**config.mk**
```make
export PLATFORM = sky130hd
export DESIGN_NAME = mapper_xlate_flat
export DESIGN_NICKNAME = d
export VERILOG_FILES = /design/src/rtl/mapper_pkg.sv /design/src/rtl/mapper_xlate_if.sv /design/src/rtl/mapper_xlate_strobe_sync.sv /design/src/rtl/mapper_xlate.sv /design/src/flat_wrapper.sv
export SDC_FILE = /design/constraint.sdc
export NUM_CORES = 1
export LEC_CHECK = 0
export ABC_AREA = 1
export BUFFER_PORTS_ARGS = -buffer_cell sky130_fd_sc_hd__buf_2
export CORE_ASPECT_RATIO = 1.25
export CORE_MARGIN = 5
export CORE_UTILIZATION = 57
export DETAILED_ROUTE_END_ITERATION = 8
export PLACE_DENSITY = 0.82
export RECOVER_POWER = 25
export SLEW_MARGIN = 20
export SYNTH_ARGS = -nofsm -noshare
export SYNTH_HDL_FRONTEND = slang
export SYNTH_HIERARCHICAL = 1
export SYNTH_SLANG_ARGS = --single-unit
export TNS_END_PERCENT = 20
```
**constraint.sdc**
```tcl
create_clock -name clk -period 2.4 [get_ports clk]
set_input_delay 0.12 -clock clk [delete_from_list [all_inputs] [get_ports clk]]
set_output_delay 0.12 -clock clk [all_outputs]
set_load 0.05 [all_outputs]
```
**src/rtl/mapper_pkg.sv**
```systemverilog
// mapper_pkg: shared types and constants for the mapper translation unit.
//   trap_state_t  : trap FSM encoding (IDLE, HELD_LO, HELD_HI)
//   SEL_LO/SEL_HI : byte select values on lo_addr[0] for trap readback
//   NUM_BANKS     : number of page registers (one per 16 KiB CPU window)
//   bank_identity : reset value of a page register (identity map)
package mapper_pkg;

    typedef enum logic [1:0] {
        IDLE    = 2'd0,
        HELD_LO = 2'd1,
        HELD_HI = 2'd2
    } trap_state_t;

    localparam logic SEL_LO    = 1'b0;
    localparam logic SEL_HI    = 1'b1;
    localparam int   NUM_BANKS = 4;

    // Page register idx resets to physical page idx. Returned wide so the
    // caller can slice it to whatever PAGE_BITS it is built with.
    function automatic logic [31:0] bank_identity(input int idx);
        return 32'(idx);
    endfunction

endpackage

```
**src/rtl/mapper_xlate_if.sv**
```systemverilog
// mapper_xlate_if: CPU-side bus between the mapper control logic and
// mapper_xlate.
//   master : drives cpu_addr, data_in, lo_addr, the four strobes and
//            translate_addr; observes the results.
//   slave  : mapper_xlate itself; drives data_out, data_oe, phys_page,
//            trap_pending and overrun_cnt.
interface mapper_xlate_if #(
    parameter int PAGE_BITS = 8
);
    logic [15:0]          cpu_addr;
    logic [7:0]           data_in;
    logic [1:0]           lo_addr;
    logic                 bank_wr_n;
    logic                 trap_addr_wr_n;
    logic                 trap_addr_rd_n;
    logic                 capture_addr;
    logic                 translate_addr;
    logic [7:0]           data_out;
    logic                 data_oe;
    logic [PAGE_BITS-1:0] phys_page;
    logic                 trap_pending;
    logic [3:0]           overrun_cnt;

    modport master (
        output cpu_addr, data_in, lo_addr,
        output bank_wr_n, trap_addr_wr_n, trap_addr_rd_n,
        output capture_addr, translate_addr,
        input  data_out, data_oe, phys_page, trap_pending, overrun_cnt
    );

    modport slave (
        input  cpu_addr, data_in, lo_addr,
        input  bank_wr_n, trap_addr_wr_n, trap_addr_rd_n,
        input  capture_addr, translate_addr,
        output data_out, data_oe, phys_page, trap_pending, overrun_cnt
    );
endinterface

```
**src/rtl/mapper_xlate_strobe_sync.sv**
```systemverilog
// strobe_sync: STAGES-deep synchronizer for one asynchronous strobe with
// single-cycle edge pulses.
//   clk, reset : system clock, synchronous active-high reset
//   async_i    : raw strobe from the bus
//   sync_o     : synchronized level (STAGES clocks behind async_i)
//   rise_o     : one-cycle pulse, combinational, when sync_o goes 0->1
//   fall_o     : one-cycle pulse, combinational, when sync_o goes 1->0
// STAGES must be at least 2. RESET_VAL is the idle level of the strobe so
// that reset never manufactures an edge.
module strobe_sync #(
    parameter int   STAGES    = 2,
    parameter logic RESET_VAL = 1'b1
) (
    input  logic clk,
    input  logic reset,
    input  logic async_i,
    output logic sync_o,
    output logic rise_o,
    output logic fall_o
);
    logic [STAGES-1:0] sync_q;
    logic              prev_q;

    genvar gi;
    generate
        for (gi = 0; gi < STAGES; gi++) begin : g_stage
            if (gi == 0) begin : g_first
                always_ff @(posedge clk) begin
                    if (reset) sync_q[gi] <= RESET_VAL;
                    else       sync_q[gi] <= async_i;
                end
            end else begin : g_rest
                always_ff @(posedge clk) begin
                    if (reset) sync_q[gi] <= RESET_VAL;
                    else       sync_q[gi] <= sync_q[gi-1];
                end
            end
        end
    endgenerate

    always_ff @(posedge clk) begin
        if (reset) prev_q <= RESET_VAL;
        else       prev_q <= sync_q[STAGES-1];
    end

    assign sync_o = sync_q[STAGES-1];
    assign rise_o =  sync_q[STAGES-1] & ~prev_q;
    assign fall_o = ~sync_q[STAGES-1] &  prev_q;
endmodule

```
**src/rtl/mapper_xlate.sv**
```systemverilog
// mapper_xlate: page translation and trap-address capture/readback.
//   clk, reset : system clock, synchronous active-high reset
//   bus        : mapper_xlate_if.slave
//       in  cpu_addr, data_in, lo_addr, bank_wr_n, trap_addr_wr_n,
//           trap_addr_rd_n, capture_addr, translate_addr
//       out data_out, data_oe, phys_page, trap_pending, overrun_cnt
// Build option: define MAPPER_OVERRUN_EN to count captures lost while a
// trap address is still held (overrun_cnt, saturating at 15); without it
// overrun_cnt is constant 0.
module mapper_xlate
    import mapper_pkg::*;
#(
    parameter int PAGE_BITS   = 8,
    parameter int SYNC_STAGES = 2
) (
    input  logic           clk,
    input  logic           reset,
    mapper_xlate_if.slave  bus
);
    localparam logic [1:0] ST_IDLE    = IDLE;
    localparam logic [1:0] ST_HELD_LO = HELD_LO;
    localparam logic [1:0] ST_HELD_HI = HELD_HI;
    localparam int         PIPE_W     = 16 + 8 + 2;

    // ---------------- strobe synchronizers ----------------
    logic bank_sync, bank_rise, bank_fall;
    logic viol_sync, viol_rise, viol_fall;
    logic rd_sync,   rd_rise,   rd_fall;
    logic cap_sync,  cap_rise,  cap_fall;

    strobe_sync #(.STAGES(SYNC_STAGES), .RESET_VAL(1'b1)) u_sync_bank (
        .clk(clk), .reset(reset), .async_i(bus.bank_wr_n),
        .sync_o(bank_sync), .rise_o(bank_rise), .fall_o(bank_fall)
    );
    strobe_sync #(.STAGES(SYNC_STAGES), .RESET_VAL(1'b1)) u_sync_viol (
        .clk(clk), .reset(reset), .async_i(bus.trap_addr_wr_n),
        .sync_o(viol_sync), .rise_o(viol_rise), .fall_o(viol_fall)
    );
    strobe_sync #(.STAGES(SYNC_STAGES), .RESET_VAL(1'b1)) u_sync_rd (
        .clk(clk), .reset(reset), .async_i(bus.trap_addr_rd_n),
        .sync_o(rd_sync), .rise_o(rd_rise), .fall_o(rd_fall)
    );
    strobe_sync #(.STAGES(SYNC_STAGES), .RESET_VAL(1'b0)) u_sync_cap (
        .clk(clk), .reset(reset), .async_i(bus.capture_addr),
        .sync_o(cap_sync), .rise_o(cap_rise), .fall_o(cap_fall)
    );

    // Only some edges/levels are meaningful; the rest are sunk here.
    logic unused_edges;
    assign unused_edges = &{1'b0, bank_sync, bank_rise, viol_sync, viol_rise,
                            cap_sync, cap_fall};

    // ---------------- address/data alignment pipeline ----------------
    // Same depth as the strobe synchronizers, so the address and data seen
    // with an edge pulse are the ones present when the strobe moved.
    logic [PIPE_W-1:0] pipe_in;
    logic [PIPE_W-1:0] pipe_q [SYNC_STAGES];
    logic [15:0]       cpu_addr_s;
    logic [7:0]        data_in_s;
    logic [1:0]        lo_addr_s;

    assign pipe_in = {bus.cpu_addr, bus.data_in, bus.lo_addr};

    genvar gi;
    generate
        for (gi = 0; gi < SYNC_STAGES; gi++) begin : g_pipe
            if (gi == 0) begin : g_first
                always_ff @(posedge clk) begin
                    if (reset) pipe_q[gi] <= '0;
                    else       pipe_q[gi] <= pipe_in;
                end
            end else begin : g_rest
                always_ff @(posedge clk) begin
                    if (reset) pipe_q[gi] <= '0;
                    else       pipe_q[gi] <= pipe_q[gi-1];
                end
            end
        end
    endgenerate

    assign {cpu_addr_s, data_in_s, lo_addr_s} = pipe_q[SYNC_STAGES-1];

    // ---------------- events ----------------
    logic bank_wr_evt, capture_evt, rd_start_evt, rd_end_evt;
    assign bank_wr_evt  = bank_fall;
    assign capture_evt  = viol_fall | cap_rise;
    assign rd_start_evt = rd_fall;
    assign rd_end_evt   = rd_rise;

    // ---------------- bank registers ----------------
    logic [PAGE_BITS-1:0] bank_q [NUM_BANKS];
    logic [PAGE_BITS-1:0] bank_wdata;

    // data_in zero-extended or truncated to the page width.
    always_comb begin
        bank_wdata = '0;
        for (int i = 0; i < PAGE_BITS && i < 8; i++) begin
            bank_wdata[i] = data_in_s[i];
        end
    end

    generate
        for (gi = 0; gi < NUM_BANKS; gi++) begin : g_bank
            localparam logic [31:0] RST_VAL = bank_identity(gi);
            always_ff @(posedge clk) begin
                if (reset) begin
                    bank_q[gi] <= RST_VAL[PAGE_BITS-1:0];
                end else if (bank_wr_evt && lo_addr_s == 2'(gi)) begin
                    bank_q[gi] <= bank_wdata;
                end
            end
        end
    endgenerate

    // ---------------- translation ----------------
    // Uses the raw bus: the clock is fast enough relative to the CPU that
    // cpu_addr is stable by the time it is sampled. A bank write landing in
    // the same cycle is seen one cycle later because bank_q is read here
    // before it updates.
    logic [PAGE_BITS-1:0] phys_page_q, phys_page_d;

    always_comb begin
        phys_page_d = '0;
        if (bus.translate_addr) begin
            phys_page_d = bank_q[bus.cpu_addr[15:14]];
        end else begin
            phys_page_d[1:0] = bus.cpu_addr[15:14];
        end
    end

    always_ff @(posedge clk) begin
        if (reset) phys_page_q <= '0;
        else       phys_page_q <= phys_page_d;
    end

    // ---------------- trap FSM ----------------
    logic [1:0]  state_q, state_d;
    logic [15:0] trap_addr_q, trap_addr_d;
    logic        overrun_evt;

    always_comb begin
        state_d     = state_q;
        trap_addr_d = trap_addr_q;
        overrun_evt = 1'b0;
        case (state_q)
            ST_IDLE: begin
                if (capture_evt) begin
                    state_d     = ST_HELD_LO;
                    trap_addr_d = cpu_addr_s;
                end
            end
            ST_HELD_LO: begin
                if (rd_end_evt && lo_addr_s[0] == SEL_LO) begin
                    state_d = ST_HELD_HI;
                end
                if (capture_evt) begin
                    overrun_evt = 1'b1;
                end
            end
            ST_HELD_HI: begin
                if (rd_end_evt && lo_addr_s[0] == SEL_HI) begin
                    // Readback completes this cycle, so a coincident
                    // capture is accepted as a fresh trap, not an overrun.
                    if (capture_evt) begin
                        state_d     = ST_HELD_LO;
                        trap_addr_d = cpu_addr_s;
                    end else begin
                        state_d = ST_IDLE;
                    end
                end else if (capture_evt) begin
                    overrun_evt = 1'b1;
                end
            end
            default: begin
                state_d = ST_IDLE;
            end
        endcase
    end

    always_ff @(posedge clk) begin
        if (reset) begin
            state_q     <= ST_IDLE;
            trap_addr_q <= '0;
        end else begin
            state_q     <= state_d;
            trap_addr_q <= trap_addr_d;
        end
    end

    // ---------------- readback ----------------
    // The byte is frozen at read start. In the start cycle itself data_oe
    // is already high, so the live mux is forwarded until the hold register
    // has loaded.
    logic [7:0] rd_byte_live;
    logic [7:0] rd_byte_q;
    logic       data_oe;

    assign rd_byte_live = (lo_addr_s[0] == SEL_HI) ? trap_addr_q[15:8]
                                                   : trap_addr_q[7:0];

    always_ff @(posedge clk) begin
        if (reset)             rd_byte_q <= '0;
        else if (rd_start_evt) rd_byte_q <= rd_byte_live;
    end

    assign data_oe = ~rd_sync;

    // ---------------- overrun counter ----------------
    logic [3:0] overrun_cnt;
`ifdef MAPPER_OVERRUN_EN
    logic [3:0] overrun_q;
    always_ff @(posedge clk) begin
        if (reset) begin
            overrun_q <= '0;
        end else if (state_q != ST_IDLE && state_d == ST_IDLE) begin
            overrun_q <= '0;
        end else if (overrun_evt && overrun_q != 4'd15) begin
            overrun_q <= overrun_q + 4'd1;
        end
    end
    assign overrun_cnt = overrun_q;
`else
    logic unused_overrun;
    assign unused_overrun = overrun_evt;
    assign overrun_cnt    = 4'd0;
`endif

    // ---------------- outputs ----------------
    assign bus.data_oe      = data_oe;
    assign bus.data_out     = !data_oe     ? 8'h00 :
                              rd_start_evt ? rd_byte_live : rd_byte_q;
    assign bus.phys_page    = phys_page_q;
    assign bus.trap_pending = (state_q != ST_IDLE);
    assign bus.overrun_cnt  = overrun_cnt;
endmodule

```
**src/flat_wrapper.sv**
```systemverilog
// flat-port wrapper written by rule: the top's interface ports become plain ports
module mapper_xlate_flat import mapper_pkg::*;
#(
    parameter int PAGE_BITS   = 8,
    parameter int SYNC_STAGES = 2
)
  (clk, reset, bus_cpu_addr, bus_data_in, bus_lo_addr, bus_bank_wr_n, bus_trap_addr_wr_n, bus_trap_addr_rd_n, bus_capture_addr, bus_translate_addr, bus_data_out, bus_data_oe, bus_phys_page, bus_trap_pending, bus_overrun_cnt);
  mapper_xlate_if #(.PAGE_BITS(PAGE_BITS)) bus_i ();
  input  logic clk;
  input  logic reset;
  input wire logic [$bits(bus_i.cpu_addr)-1:0] bus_cpu_addr;
  input wire logic [$bits(bus_i.data_in)-1:0] bus_data_in;
  input wire logic [$bits(bus_i.lo_addr)-1:0] bus_lo_addr;
  input wire logic [$bits(bus_i.bank_wr_n)-1:0] bus_bank_wr_n;
  input wire logic [$bits(bus_i.trap_addr_wr_n)-1:0] bus_trap_addr_wr_n;
  input wire logic [$bits(bus_i.trap_addr_rd_n)-1:0] bus_trap_addr_rd_n;
  input wire logic [$bits(bus_i.capture_addr)-1:0] bus_capture_addr;
  input wire logic [$bits(bus_i.translate_addr)-1:0] bus_translate_addr;
  output wire logic [$bits(bus_i.data_out)-1:0] bus_data_out;
  output wire logic [$bits(bus_i.data_oe)-1:0] bus_data_oe;
  output wire logic [$bits(bus_i.phys_page)-1:0] bus_phys_page;
  output wire logic [$bits(bus_i.trap_pending)-1:0] bus_trap_pending;
  output wire logic [$bits(bus_i.overrun_cnt)-1:0] bus_overrun_cnt;
  assign bus_i.cpu_addr = bus_cpu_addr;
  assign bus_i.data_in = bus_data_in;
  assign bus_i.lo_addr = bus_lo_addr;
  assign bus_i.bank_wr_n = bus_bank_wr_n;
  assign bus_i.trap_addr_wr_n = bus_trap_addr_wr_n;
  assign bus_i.trap_addr_rd_n = bus_trap_addr_rd_n;
  assign bus_i.capture_addr = bus_capture_addr;
  assign bus_i.translate_addr = bus_translate_addr;
  assign bus_data_out = bus_i.data_out;
  assign bus_data_oe = bus_i.data_oe;
  assign bus_phys_page = bus_i.phys_page;
  assign bus_trap_pending = bus_i.trap_pending;
  assign bus_overrun_cnt = bus_i.overrun_cnt;
  mapper_xlate #(.PAGE_BITS(PAGE_BITS), .SYNC_STAGES(SYNC_STAGES)) u_core (.clk(clk), .reset(reset), .bus(bus_i));
endmodule
```
==> impl_metrics.env, run 1 <==
export IMPL_outcome="finished clean"
export IMPL_maxSlewViolCount=0
export IMPL_critPathBufInv=2
export IMPL_die_h_um=111.8
export IMPL_drc=0
export IMPL_netlist_area_mm2=0.004727
export IMPL_worst_ep_required_time_ns=2.28
export IMPL_grt_max_degree=37
export IMPL_cp_slowest_cell="dfxtp_1"
export IMPL_clkTransAtPathRegs_ns=0.05
export IMPL_fin_ws_ns=0.2039
export IMPL_power_leakage_nw=2.729
export IMPL_path_delay_family="flip-flops"
export IMPL_period_minus_slack_ns=2.196
export IMPL_worst_setup_path_start_kind="flop"
export IMPL_first_pass_iters=6
export IMPL_cp_cell_sequence="inv_2 -> nand2_1 -> nand3_1 -> o21ai_1 -> nor2_1 -> buf_2"
export IMPL_grtUsageTotal_pct=18.96
export IMPL_p_seq_share_pct=47.7
export IMPL_diodes=0
export IMPL_numCtsBuffers=17
export IMPL_critPathMaxStageDelay_ns=0.69
export IMPL_grt_pass1_wl_um=15590
export IMPL_clock_sinks=130
export IMPL_pre_cts_ws_ns=0.4878
export IMPL_finalCritPeriodShare_pct=91.50
export IMPL_switching_share_pct=21.93
export IMPL_htreeDepth=4
export IMPL_clockPowerShare_pct=44.6
export IMPL_drt_iter0_drc=297
export IMPL_via_count=3570
export IMPL_crit_path_end_kind="output port"
export IMPL_antenna_found_initial=0
export IMPL_cp_arrival_ns=2.08
export IMPL_dp_hpwl_um=5429
export IMPL_fp_dieW_um=91.45
export IMPL_power_switching_w=0.001100
export IMPL_hold_class="primary input to flop"
export IMPL_nNetsFinal=675
export IMPL_gp_congestion=0.8054
export IMPL_max_freq_mhz=455.4
export IMPL_dieArea_mm2=0.01023
export IMPL_final_cell_mix="nor2_1, inv_1, dfxtp_1"
export IMPL_drtAntennaViolNets=0
export IMPL_combPwrFrac_pct=7.7
export IMPL_grt_pass1_vias=3466
export IMPL_start_util_pct=58.02
export IMPL_routedWlPerCell_um=11.74
export IMPL_peakVddDrop_v=0.0006568
export IMPL_ios=55
export IMPL_setup_viol=0
export IMPL_p_int_w=0.003915
export IMPL_syn_instance_count=560
export IMPL_io_buffers=50
export IMPL_max_cap_viol_count=0
export IMPL_cts_root_buf="clkbuf_8"
export IMPL_routed_wl_um=8808
export IMPL_path_max_fanout=14
export IMPL_critical_path_class="flop to output port"
export IMPL_avgViaCountPerCell=4.760
export IMPL_max_slew_margin_rel_pct=2.557
export IMPL_clock_latency_ns=0.51
export IMPL_tns_ns=0
export IMPL_overflow=0
export IMPL_clockBufferDepth=2
export IMPL_layout_drive_gt1_share_pct=14.55
export IMPL_yosysWarnings=6
export IMPL_num_rows=37
export IMPL_hold_violations=0
export IMPL_power_density_mw_per_mm2=856.3
export IMPL_worst_pin_slew_ns=1.462
export IMPL_fin_util_pct=71.88
export IMPL_syn_area_per_cell_um2=8.441
export IMPL_final_common_cell="nor2_1"
export IMPL_core_mm2=0.008148
export IMPL_cts_tree="done"
export IMPL_synthToLayoutAreaGrowth_pct=23.90
export IMPL_rsz0062_at_grt="no"
export IMPL_clock_skew_ns=0.007171
flip-flops by register name (all words and copies together) (netlist names):
register,count
u_core/pipe_q,52
u_core/bank_q,32
u_core/trap_addr_q,16
u_core/bus.phys_page,8
u_core/rd_byte_q,8
u_core/state_q,2
u_core/u_sync_bank/prev_q,1
u_core/u_sync_bank/sync_o,1
u_core/u_sync_bank/sync_q,1
u_core/u_sync_cap/prev_q,1
u_core/u_sync_cap/sync_o,1
u_core/u_sync_cap/sync_q,1
u_core/u_sync_rd/prev_q,1
u_core/u_sync_rd/sync_o,1
u_core/u_sync_rd/sync_q,1
u_core/u_sync_viol/prev_q,1
u_core/u_sync_viol/sync_o,1
u_core/u_sync_viol/sync_q,1
worst paths after layout:
kind | start | end | slack, ns | cells past startpoint
hold reg to reg | u_core/pipe_q[0][6] | u_core/pipe_q[1][6] | 0.40 | 2
setup reg to reg | u_core/u_sync_rd/sync_o | u_core/trap_addr_q[4] | 0.46 | 7
setup / recovery | u_core/pipe_q[1][0] | bus_data_out[0] | 0.20 | 6
hold / removal | bus_cpu_addr[14] | u_core/bus.phys_page[0] | 0.08 | 4
cell type report:
cell class                      instances  area [µm²]
Fill cell                             586        2291
Tap cell                               97       121.4
Timing Repair Buffer                   86       586.8
Multi-Input combinational cell        298        1285
Clock inverter                          4       22.52
Clock buffer                           26       509.2
Inverter                              109       409.1
Sequential cell                       130        2923
stage by stage:
stage / hold slack [ns] / cells / power, W / area [µm²]
floorplan: 0.1912 / 563 / 0.002689 / 4738
global placement: 0.2927 / 690 / 0.002765 / 5026
detailed placement: 0.2933 / 690 / 0.002778 / 5026
CTS: 0.05950 / 750 / 0.005055 / 5861
global route: 0.08150 / 750 / 0.005242 / 5857
finish: 0.08349 / 750 / 0.005015 / 5857
worst min-delay path, cell delays in order:
cell and delay [ns]:
buf_2 0.19, nand3_1 0.12, a21oi_1 0.04, nor2_1 0.08
timing repair:
action,CTS,global route
pin swaps,0,0
endpoints found under the hold margin,35,0
setup buffers,0,0
hold buffers,30,0
setup endpoints to repair,8,1
resized for setup,1,1
power groups by stage:
stage / registers, W / clock network (W) / logic, W
after global routing: 0.00240 / 0.00240 / 0.000436
after floorplan: 0.00245 / 0 / 0.000239
final: 0.00239 / 0.00224 / 0.000385
after global placement: 0.00243 / 0 / 0.000333
after CTS: 0.00239 / 0.00228 / 0.000384
after detailed placement: 0.00244 / 0 / 0.000342
layer usage:
layer	global-route usage, %	share of wire (%)	vias up
met2	29.86	49	124
met3	7.297	6.8	15
met4	7.926	2.1	0
met5	0	0	-
li1	-	-	1841
met1	23.17	42	1590
No activity file was read; power rests on OpenSTA's default activity.
==> inputs of run 2 (changes only) <==
--- a/config.mk
+++ b/config.mk
@@ -9,9 +9,9 @@
 export BUFFER_PORTS_ARGS = -buffer_cell sky130_fd_sc_hd__buf_2
 export CORE_ASPECT_RATIO = 1.25
 export CORE_MARGIN = 5
-export CORE_UTILIZATION = 57
+export CORE_UTILIZATION = 35
 export DETAILED_ROUTE_END_ITERATION = 8
-export PLACE_DENSITY = 0.82
+export PLACE_DENSITY = 0.56
 export RECOVER_POWER = 25
 export SLEW_MARGIN = 20
 export SYNTH_ARGS = -nofsm -noshare
==> run 2 against run 1 <==
  * Final area is 2.0% higher
  * Register-to-register slack better by 0.15 ns
  * Total power is 3.6% higher
  * Non-clock buffer count is 1 lower
  * Clock power is 8% higher
  * Critical path type unchanged
  * Sequential power hardly changed
  * Die area is 56% higher
  * Critical path depth stayed put
==> impl_metrics.env, run 2 (synthesized netlist as in run 1, its figures left out) <==
export IMPL_numCtsBuffers=17
export IMPL_hold_class="primary input to flop"
export IMPL_regMostFlops="u_core/pipe_q"
export IMPL_cp_cell_sequence="nor2_1 -> buf_4 -> nand3_1 -> o21ai_1 -> nor2_1 -> buf_2"
export IMPL_final_common_cell="nor2_1"
export IMPL_cp_slowest_cell="nor2_1"
export IMPL_hold_slack_ns=0.06383
export IMPL_combPwrFrac_pct=7.3
export IMPL_via_count=3418
export IMPL_largest_register_ffs=52
export IMPL_final_cell_mix="nor2_1, inv_1, dfxtp_1"
export IMPL_tns_ns=0
export IMPL_grt_pass1_wl_um=15150
export IMPL_hold_violations=0
export IMPL_diodes=0
export IMPL_peakVddDrop_v=0.0003827
export IMPL_layout_drive_gt1_share_pct=15.47
export IMPL_outcome="finished clean"
export IMPL_grt_max_degree=69
export IMPL_cpMostUsedCell="nor2_1"
export IMPL_core_mm2=0.01323
export IMPL_crit_path_end_kind="output port"
export IMPL_nNetsFinal=674
export IMPL_die_h_um=139.9
export IMPL_path_delay_family="simple AND/OR/NAND/NOR gates"
export IMPL_drc=0
export IMPL_clock_sinks=130
export IMPL_cts_root_buf="clkbuf_16"
export IMPL_routedWlPerCell_um=10.57
export IMPL_largestRegisters="u_core/pipe_q (52), u_core/bank_q (32), u_core/trap_addr_q (16)"
export IMPL_max_slew_margin_rel_pct=13.45
export IMPL_grtUsageTotal_pct=11.84
export IMPL_fin_ws_ns=0.2843
export IMPL_antenna_found_initial=0
export IMPL_fp_dieW_um=113.9
export IMPL_power_leakage_nw=2.762
export IMPL_drt_iter0_drc=202
export IMPL_power_density_mw_per_mm2=869.4
export IMPL_ios=55
export IMPL_maxSlewViolCount=0
export IMPL_setup_viol=0
export IMPL_routed_wl_um=8711
export IMPL_clock_skew_ns=0.007846
export IMPL_clock_latency_ns=0.41
export IMPL_critical_path_class="flop to output port"
export IMPL_worst_setup_path_start_kind="flop"
export IMPL_clkTransAtPathRegs_ns=0.06
export IMPL_cts_tree="done"
export IMPL_io_buffers=50
export IMPL_dp_hpwl_um=5913
export IMPL_htreeDepth=4
export IMPL_ctsResizeCount=0
export IMPL_rsz0062_at_grt="no"
export IMPL_path_max_fanout=11
export IMPL_clockBufferDepth=2
export IMPL_max_cap_viol_count=0
export IMPL_grt_pass1_vias=3296
export IMPL_critPathBufInv=2
export IMPL_power_switching_w=0.001148
export IMPL_switching_share_pct=22.11
export IMPL_max_freq_mhz=472.7
export IMPL_cts_setup_buffers=0
export IMPL_period_minus_slack_ns=2.116
export IMPL_finalCritPeriodShare_pct=88.15
export IMPL_gp_congestion=0.7606
export IMPL_avgViaCountPerCell=4.148
export IMPL_synthToLayoutAreaGrowth_pct=26.39
export IMPL_cp_arrival_ns=2.00
export IMPL_clockPowerShare_pct=46.7
export IMPL_p_int_w=0.004046
export IMPL_overflow=0
export IMPL_r2r_slack_ns=0.61
export IMPL_first_pass_iters=4
export IMPL_pre_cts_ws_ns=0.6596
export IMPL_drtAntennaViolNets=0
export IMPL_num_rows=47
export IMPL_p_seq_share_pct=46.0
export IMPL_dieArea_mm2=0.01594
export IMPL_worst_ep_required_time_ns=2.28
export IMPL_fin_util_pct=45.15
export IMPL_worst_pin_slew_ns=1.298
export IMPL_critPathMaxStageDelay_ns=0.42
export IMPL_start_util_pct=35.73
## run 2: layout make-up
cell class / count / area, µm²
clock inverter: 9 / 76.32
timing repair buffer: 85 / 579.3
multi-input combinational: 298 / 1277
clock buffer: 22 / 495.5
fill: 1302 / 7257
sequential: 130 / 2923
inverter: 109 / 409.1
tap: 171 / 214.0
## run 2: timing repair
action / in CTS / in global routing
hold endpoints to repair: 28 / 0
hold buffers: 28 / 0
setup endpoints to repair: 0 / 0
## run 2: layer usage
layer | up-vias | GRT usage (%) | part of all wire [%] | wire, µm
met4 | 0 | 6.567 | 2.1 | 187
met2 | 72 | 18.20 | 46 | 3998
met3 | 15 | 3.322 | 4.5 | 395
met1 | 1486 | 14.91 | 47 | 4130
li1 | 1845 | - | - | -
met5 | - | 0 | 0 | 0
## run 2: tightest hold or removal path: stages
cell	delay, ns
buf_2	0.12
nand2_1	0.13
a21oi_1	0.05
## run 2: worst paths after layout
path,start,endpoint,depth (start not counted)
max,u_core/u_sync_rd/sync_o,bus_data_out[2],6
min,bus_translate_addr,u_core/bus.phys_page[4],3
max reg2reg,u_core/u_sync_rd/sync_o,u_core/trap_addr_q[15],7
min reg2reg,u_core/pipe_q[0][21],u_core/pipe_q[1][21],2
## run 2: metrics by stage
| stage | total power, W | std cells | cell area, µm² |
|---|---|---|---|
| floorplan | 0.002689 | 563 | 4738 |
| global placement | 0.002772 | 765 | 5126 |
| detailed placement | 0.002783 | 765 | 5126 |
| CTS | 0.005256 | 824 | 5978 |
| global route | 0.005413 | 824 | 5974 |
| finish | 0.005194 | 824 | 5974 |
## run 2: power groups by stage
stage	combinational (W)	clock (W)	sequential, W
floorplan	0.000239	0	0.00245
finish	0.000379	0.00243	0.00239
detailed placement	0.000348	0	0.00243
global placement	0.000339	0	0.00243
CTS	0.000383	0.00248	0.00239
global route	0.000433	0.00258	0.00240
